--- src/rtl/vga_ram_writer_if.sv ---
// vga_ram_writer_if: audio/key inputs plus display RAM write port; master = writer side, slave = source/RAM side
interface vga_ram_writer_if #(parameter int NUM_KEYS = 24);
  logic [15:0] sample;
  logic sample_valid;
  logic [NUM_KEYS-1:0] notes_on;
  logic ram_we;
  logic [7:0] ram_waddr;
  logic [31:0] ram_din;
  logic capturing;
  logic frame_done;
  modport master (
    input sample, sample_valid, notes_on,
    output ram_we, ram_waddr, ram_din, capturing, frame_done
  );
  modport slave (
    output sample, sample_valid, notes_on,
    input ram_we, ram_waddr, ram_din, capturing, frame_done
  );
endinterface

--- src/rtl/vga_ram_writer.sv ---
// vga_ram_writer: key note-on snapshot + zero-crossing-triggered decimated scope history into display RAM; ports clk, rst_n (async low), bus (sample/sample_valid/notes_on in; ram_we/ram_waddr/ram_din/capturing/frame_done out)
module vga_ram_writer #(
  parameter int NUM_KEYS = 24,
  parameter logic [7:0] NOTE_BASE = 8'd4,
  parameter logic [7:0] HIST_BASE = 8'd52,
  parameter int HIST_LEN = 160,
  parameter int DECIMATE = 4,
  parameter int TRIG_TIMEOUT = 2048
) (
  input logic clk,
  input logic rst_n,
  vga_ram_writer_if.master bus
);
  localparam int KW = $clog2(NUM_KEYS + 1);
  localparam int CW = $clog2(HIST_LEN);
  localparam int DW = $clog2(DECIMATE + 1);
  localparam int TW = $clog2(TRIG_TIMEOUT + 1);
  typedef enum logic [1:0] {NOTE_SCAN, ARM, CAPTURE} state_t;
  state_t state_q, state_d;
  logic [KW-1:0] k_q, k_d;
  logic [CW-1:0] c_q, c_d;
  logic [DW-1:0] d_q, d_d;
  logic [TW-1:0] t_q, t_d;
  logic [NUM_KEYS-1:0] snap_q, snap_d;
  logic [15:0] prev_q;
  logic we_d, fd_d, cap_d, trig, timeout;
  logic [7:0] addr_d;
  logic [31:0] din_d, hist_word;
  always_comb begin
    state_d = state_q;
    k_d = k_q;
    c_d = c_q;
    d_d = d_q;
    t_d = t_q;
    snap_d = snap_q;
    we_d = 1'b0;
    fd_d = 1'b0;
    addr_d = bus.ram_waddr;
    din_d = bus.ram_din;
    hist_word = {3'b0, ~bus.sample[15], bus.sample[14:10], 23'b0};
    trig = prev_q[15] && !bus.sample[15];
    timeout = t_q == TW'(TRIG_TIMEOUT - 1);
    case (state_q)
      NOTE_SCAN:
        if (k_q == KW'(NUM_KEYS)) begin
          state_d = ARM;
          t_d = '0;
        end else begin
          // k=0 takes the snapshot and writes straight from it in the same edge
          if (k_q == '0) snap_d = bus.notes_on;
          we_d = 1'b1;
          addr_d = NOTE_BASE + 8'(k_q);
          din_d = {31'b0, snap_d[k_q]};
          k_d = k_q + KW'(1);
        end
      ARM:
        if (bus.sample_valid) begin
          if (trig || timeout) begin
            state_d = CAPTURE;
            we_d = 1'b1;
            addr_d = HIST_BASE;
            din_d = hist_word;
            c_d = CW'(1);
            d_d = '0;
          end else t_d = t_q + TW'(1);
        end
      CAPTURE:
        if (bus.sample_valid) begin
          if (d_q == DW'(DECIMATE - 1)) begin
            d_d = '0;
            we_d = 1'b1;
            addr_d = HIST_BASE + 8'(c_q);
            din_d = hist_word;
            if (c_q == CW'(HIST_LEN - 1)) begin
              fd_d = 1'b1;
              state_d = NOTE_SCAN;
              k_d = '0;
            end else c_d = c_q + CW'(1);
          end else d_d = d_q + DW'(1);
        end
      default: state_d = NOTE_SCAN;
    endcase
    // held through the final column write, dropping one cycle later
    cap_d = (state_q == CAPTURE) || (state_d == CAPTURE);
  end
  always_ff @(posedge clk or negedge rst_n)
    if (!rst_n) begin
      state_q <= NOTE_SCAN;
      k_q <= '0;
      c_q <= '0;
      d_q <= '0;
      t_q <= '0;
      snap_q <= '0;
      prev_q <= 16'h0000;
      bus.ram_we <= 1'b0;
      bus.ram_waddr <= 8'h00;
      bus.ram_din <= 32'h0;
      bus.capturing <= 1'b0;
      bus.frame_done <= 1'b0;
    end else begin
      state_q <= state_d;
      k_q <= k_d;
      c_q <= c_d;
      d_q <= d_d;
      t_q <= t_d;
      snap_q <= snap_d;
      if (bus.sample_valid) prev_q <= bus.sample;
      bus.ram_we <= we_d;
      bus.ram_waddr <= addr_d;
      bus.ram_din <= din_d;
      bus.capturing <= cap_d;
      bus.frame_done <= fd_d;
    end
endmodule

--- src/flat_wrapper.sv ---
// flat-port wrapper written by rule: the top's interface ports become plain ports
module vga_ram_writer_flat 
#(
  parameter int NUM_KEYS = 24,
  parameter logic [7:0] NOTE_BASE = 8'd4,
  parameter logic [7:0] HIST_BASE = 8'd52,
  parameter int HIST_LEN = 160,
  parameter int DECIMATE = 4,
  parameter int TRIG_TIMEOUT = 2048
)
  (clk, rst_n, bus_sample, bus_sample_valid, bus_notes_on, bus_ram_we, bus_ram_waddr, bus_ram_din, bus_capturing, bus_frame_done);
  vga_ram_writer_if #(.NUM_KEYS(NUM_KEYS)) bus_i ();
  input logic clk;
  input logic rst_n;
  input wire logic [$bits(bus_i.sample)-1:0] bus_sample;
  input wire logic [$bits(bus_i.sample_valid)-1:0] bus_sample_valid;
  input wire logic [$bits(bus_i.notes_on)-1:0] bus_notes_on;
  output wire logic [$bits(bus_i.ram_we)-1:0] bus_ram_we;
  output wire logic [$bits(bus_i.ram_waddr)-1:0] bus_ram_waddr;
  output wire logic [$bits(bus_i.ram_din)-1:0] bus_ram_din;
  output wire logic [$bits(bus_i.capturing)-1:0] bus_capturing;
  output wire logic [$bits(bus_i.frame_done)-1:0] bus_frame_done;
  assign bus_i.sample = bus_sample;
  assign bus_i.sample_valid = bus_sample_valid;
  assign bus_i.notes_on = bus_notes_on;
  assign bus_ram_we = bus_i.ram_we;
  assign bus_ram_waddr = bus_i.ram_waddr;
  assign bus_ram_din = bus_i.ram_din;
  assign bus_capturing = bus_i.capturing;
  assign bus_frame_done = bus_i.frame_done;
  vga_ram_writer #(.NUM_KEYS(NUM_KEYS), .NOTE_BASE(NOTE_BASE), .HIST_BASE(HIST_BASE), .HIST_LEN(HIST_LEN), .DECIMATE(DECIMATE), .TRIG_TIMEOUT(TRIG_TIMEOUT)) u_core (.clk(clk), .rst_n(rst_n), .bus(bus_i));
endmodule
--- config.mk ---
export PLATFORM = sky130hd
export DESIGN_NAME = vga_ram_writer_flat
export DESIGN_NICKNAME = d
export VERILOG_FILES = /design/src/rtl/vga_ram_writer_if.sv /design/src/rtl/vga_ram_writer.sv /design/src/flat_wrapper.sv
export SDC_FILE = /design/constraint.sdc
export NUM_CORES = 1
export LEC_CHECK = 0
export CELL_PAD_IN_SITES_DETAIL_PLACEMENT = 1
export CELL_PAD_IN_SITES_GLOBAL_PLACEMENT = 1
export CORE_MARGIN = 3
export CORE_UTILIZATION = 40
export DETAILED_ROUTE_END_ITERATION = 6
export GPL_TIMING_DRIVEN = 1
export PLACE_DENSITY_LB_ADDON = 0.1
export SETUP_SLACK_MARGIN = 0.4
export SYNTH_ARGS = -nofsm -noshare
export SYNTH_HDL_FRONTEND = slang
export SYNTH_SLANG_ARGS = --single-unit
--- constraint.sdc ---
create_clock -name clk -period 3.7 [get_ports clk]
set_clock_uncertainty 0.05 [all_clocks]
set_input_delay 0.37 -clock clk [delete_from_list [all_inputs] [get_ports clk]]
set_output_delay 0.37 -clock clk [all_outputs]
set_load 0.01 [all_outputs]
==> results.txt <==
hold buffer count at cts: 0
number of synthesized flops with an enable pin: 0
main combinational cell family by area after synthesis: simple AND/OR/NAND/NOR gates
layout cell share with drive strength beyond 1: 0.148
Least-Margin Pin Slew: 0.943 ns
Cell Rows: 36
total CTS buffers: 9
IO buf count: 50
CTS sink cnt: 73
dpl ws: 0.783 ns
Max transition margin: 0.372
DRT Wirelength: 9.88 mm
Die X: 109 um
Iteration-0 DRC Markers: 113
Yosys reg bits: 73
Yosys cell types: 50
post-cts repair resize count: 0
Crit. Startpoint: u_core.k_q[2]
Lkg Pwr: 2.09 nW
register area: 0.00183 mm^2
syn avg cell area: 10.2 um^2
DRC viols: 0
total die area: 0.0118 mm^2
gpl congestion: 0.811
Post-CTS Repair Setup Buffers: 0
top_reg_cell synth: dfrtp_1
vias: 3173
Max Slew Vio Count: 0
post-synthesis adder-cell area fraction: 0.0416
WP data arrival: 3.01 ns
Fin Setup TNS: 0 ns
NumNets Final: 513
Max Root-Sink Buffers: 2
Worst Path Required: 3.87 ns
R2R Path End: u_core.bus.ram_din[0]
initial antenna violation count: 0
crit path to: u_core.bus.ram_din[0]
Die Ht: 109 um
Synth async-reset ratio: 1.00
wire per inst: 16.7 um
R2R Setup Slk: 0.86 ns
VDD IR max: 0.263 mV
Compound-Gate Fraction of Synth Area: 0.108
fill count: 1146
Layout Cells excl Fill: 592
area of the multi-input gates: 0.00215 mm^2
setup slack after layout: 0.856 ns
H-tree depth: 3
R2R depth: 9
Placed Instances: 578
outcome: finished, final reports clean
Max Cap Viol: 0
post-synthesis mux area share: 0.141
IO Count: 86
RSZ-0062 raised after global routing: no
DRT Pass-1 Iters: 4
crit path max fanout: 14
Worst Path Class, Setup: register to register
worst min path class: primary input to asynchronous set/reset pin
crit path launch type: register
largest net degree at the start of global routing: 74
Worst-path clk slew: 0.08 ns
Routed Antenna Nets: 0
CP Capture Type: register
final setup violation count: 0
utilization after layout: 0.494
CTS tree: yes
Post-Syn Instances: 414
xor and xnor area share after synthesis: 0.0270
GRT Total Usage: 0.179
vias per cell: 5.36
simple-gate portion of the synthesized area: 0.170
Yosys warning total: 0
diode count: 0
minimum clock period: 2.84 ns
Core Region: 0.0100 mm^2
final worst-path cycle share: 0.769
grt ovf: 0
DPL Wire Length: 6.99 mm
sequential element share of the synthesized area: 0.434
Hold Violations, Final: 0
initial core utilization: 0.421
clock root cell: clkbuf_8
vias in the first global route: 3381
Pwr Density: 673 mW/mm^2
reg2reg start: u_core.k_q[2]
mapped cell area: 0.00421 mm^2
P&R area growth vs syn: 17.3%
Clock Latency Late Sink: 0.34 ns
FMAX: 352 MHz
first-pass GRT wire length: 16.7 mm
worst min path at each step:
stage	end	slack (ns)	cells after the start
floorplan	u_core.bus.capturing	0.02	0
global placement	u_core.bus.ram_din[27]	0.41	2
detailed placement	u_core.bus.ram_waddr[7]	0.42	2
CTS	u_core.t_q[8]	0.15	1
global route	u_core.t_q[6]	0.20	1
finish	u_core.t_q[8]	0.11	1
stage by stage:
stage	power, mW	hold WS, ns	area, um^2
2_1_floorplan	2.12	0.0244	4300
3_3_place_gp	2.55	0.411	4710
3_5_place_dp	2.60	0.423	4710
4_1_cts	3.37	0.147	4940
5_1_grt	3.59	0.199	4940
6_report	3.33	0.111	4940
per-layer routing:
layer	wire length, um	GRT usage	up-vias
met5	0	0	-
met4	108	0.0586	0
met3	285	0.0281	9
met2	5150	0.320	44
met1	4340	0.220	1618
li1	-	-	1502
logic make-up after synthesis:
logic type	count (synthesis)
AOI/OAI and AO/OA	70
xor gates and xnor gates	13
adders and majority gates	14
buffers and inverters	58
DFF	73
muxes	42
other	1
and+or+nand+nor	143
power breakdown:
part	switching, mW	internal (mW)
Sequential	0.160	0.968
Clock	0.308	0.442
Combinational	0.855	0.592
Total	1.32	2.00
worst max-delay path: stages, from the launching register on:
cell	delay (ns)
dfrtp_1	0.61
inv_1	0.25
ha_1	0.26
nand3b_1	0.24
buf_4	0.29
mux4_2	0.54
nand3_1	0.10
nand4_1	0.12
a31oi_1	0.18
a21oi_1	0.10
flip-flops by register name, indices dropped and copies added (netlist names):
name	cells
u_core.t_q	12
u_core.bus.frame_done	1
u_core.bus.ram_we	1
u_core.d_q	3
u_core.prev_q	1
u_core.bus.ram_waddr	8
u_core.bus.ram_din	7
u_core.snap_q	24
u_core.state_q	2
u_core.k_q	5
u_core.c_q	8
u_core.bus.capturing	1
layout make-up:
cell class	instances	share of cell area
timing repair buffer	53	0.105
sequential	73	0.370
clock inverter	5	0.0215
tap	133	0.0337
clock buffer	9	0.0251
multi-input combinational	307	0.435
inverter	12	0.00912
layout by cell type, fill, tap and decap left out, types with 4 or more instances in the layout:
master and count:
buf_4 4, nor2b_1 6, ha_1 14, nand3_1 19, o21ai_0 29, clkbuf_8 9, nor3_1 12, xnor2_1 8
nand4_1 7, inv_1 12, o31ai_1 4, nand2b_1 6, conb_1 25, dfrtp_1 73, or3_1 5, a21oi_1 13
clkdlybuf4s50_1 49, xor2_1 5, or2_2 4, nand2_1 54, nor2_1 14, mux2_2 29, mux4_2 11
Yosys cell counts (2+ instances only):
master / count / area share
mux2_2: 29 / 0.078
and3_1: 2 / 0.0030
a21oi_1: 13 / 0.015
o211ai_1: 2 / 0.0036
or2_2: 4 / 0.0059
o21ai_0: 29 / 0.034
or3_1: 5 / 0.0074
buf_4: 25 / 0.045
o31ai_1: 4 / 0.0071
nor4_1: 2 / 0.0030
xnor2_1: 8 / 0.017
nor3_1: 12 / 0.014
nand2b_1: 6 / 0.0089
clkbuf_1: 16 / 0.014
o2111ai_1: 2 / 0.0042
nand2_1: 54 / 0.048
a32oi_1: 2 / 0.0042
nand3b_1: 2 / 0.0036
ha_1: 14 / 0.042
a21o_1: 3 / 0.0053
nand4_1: 7 / 0.010
a31oi_1: 2 / 0.0030
inv_1: 12 / 0.011
mux2i_1: 2 / 0.0048
nor2_1: 14 / 0.012
o32ai_1: 2 / 0.0042
nand3_1: 19 / 0.023
xor2_1: 5 / 0.010
dfrtp_1: 73 / 0.43
and2_1: 3 / 0.0045
mux4_2: 11 / 0.059
nor2b_1: 6 / 0.0089
nand4_2: 2 / 0.0059
buf_2: 4 / 0.0048
a22o_1: 3 / 0.0062
Power figures use the tool's default switching activity.
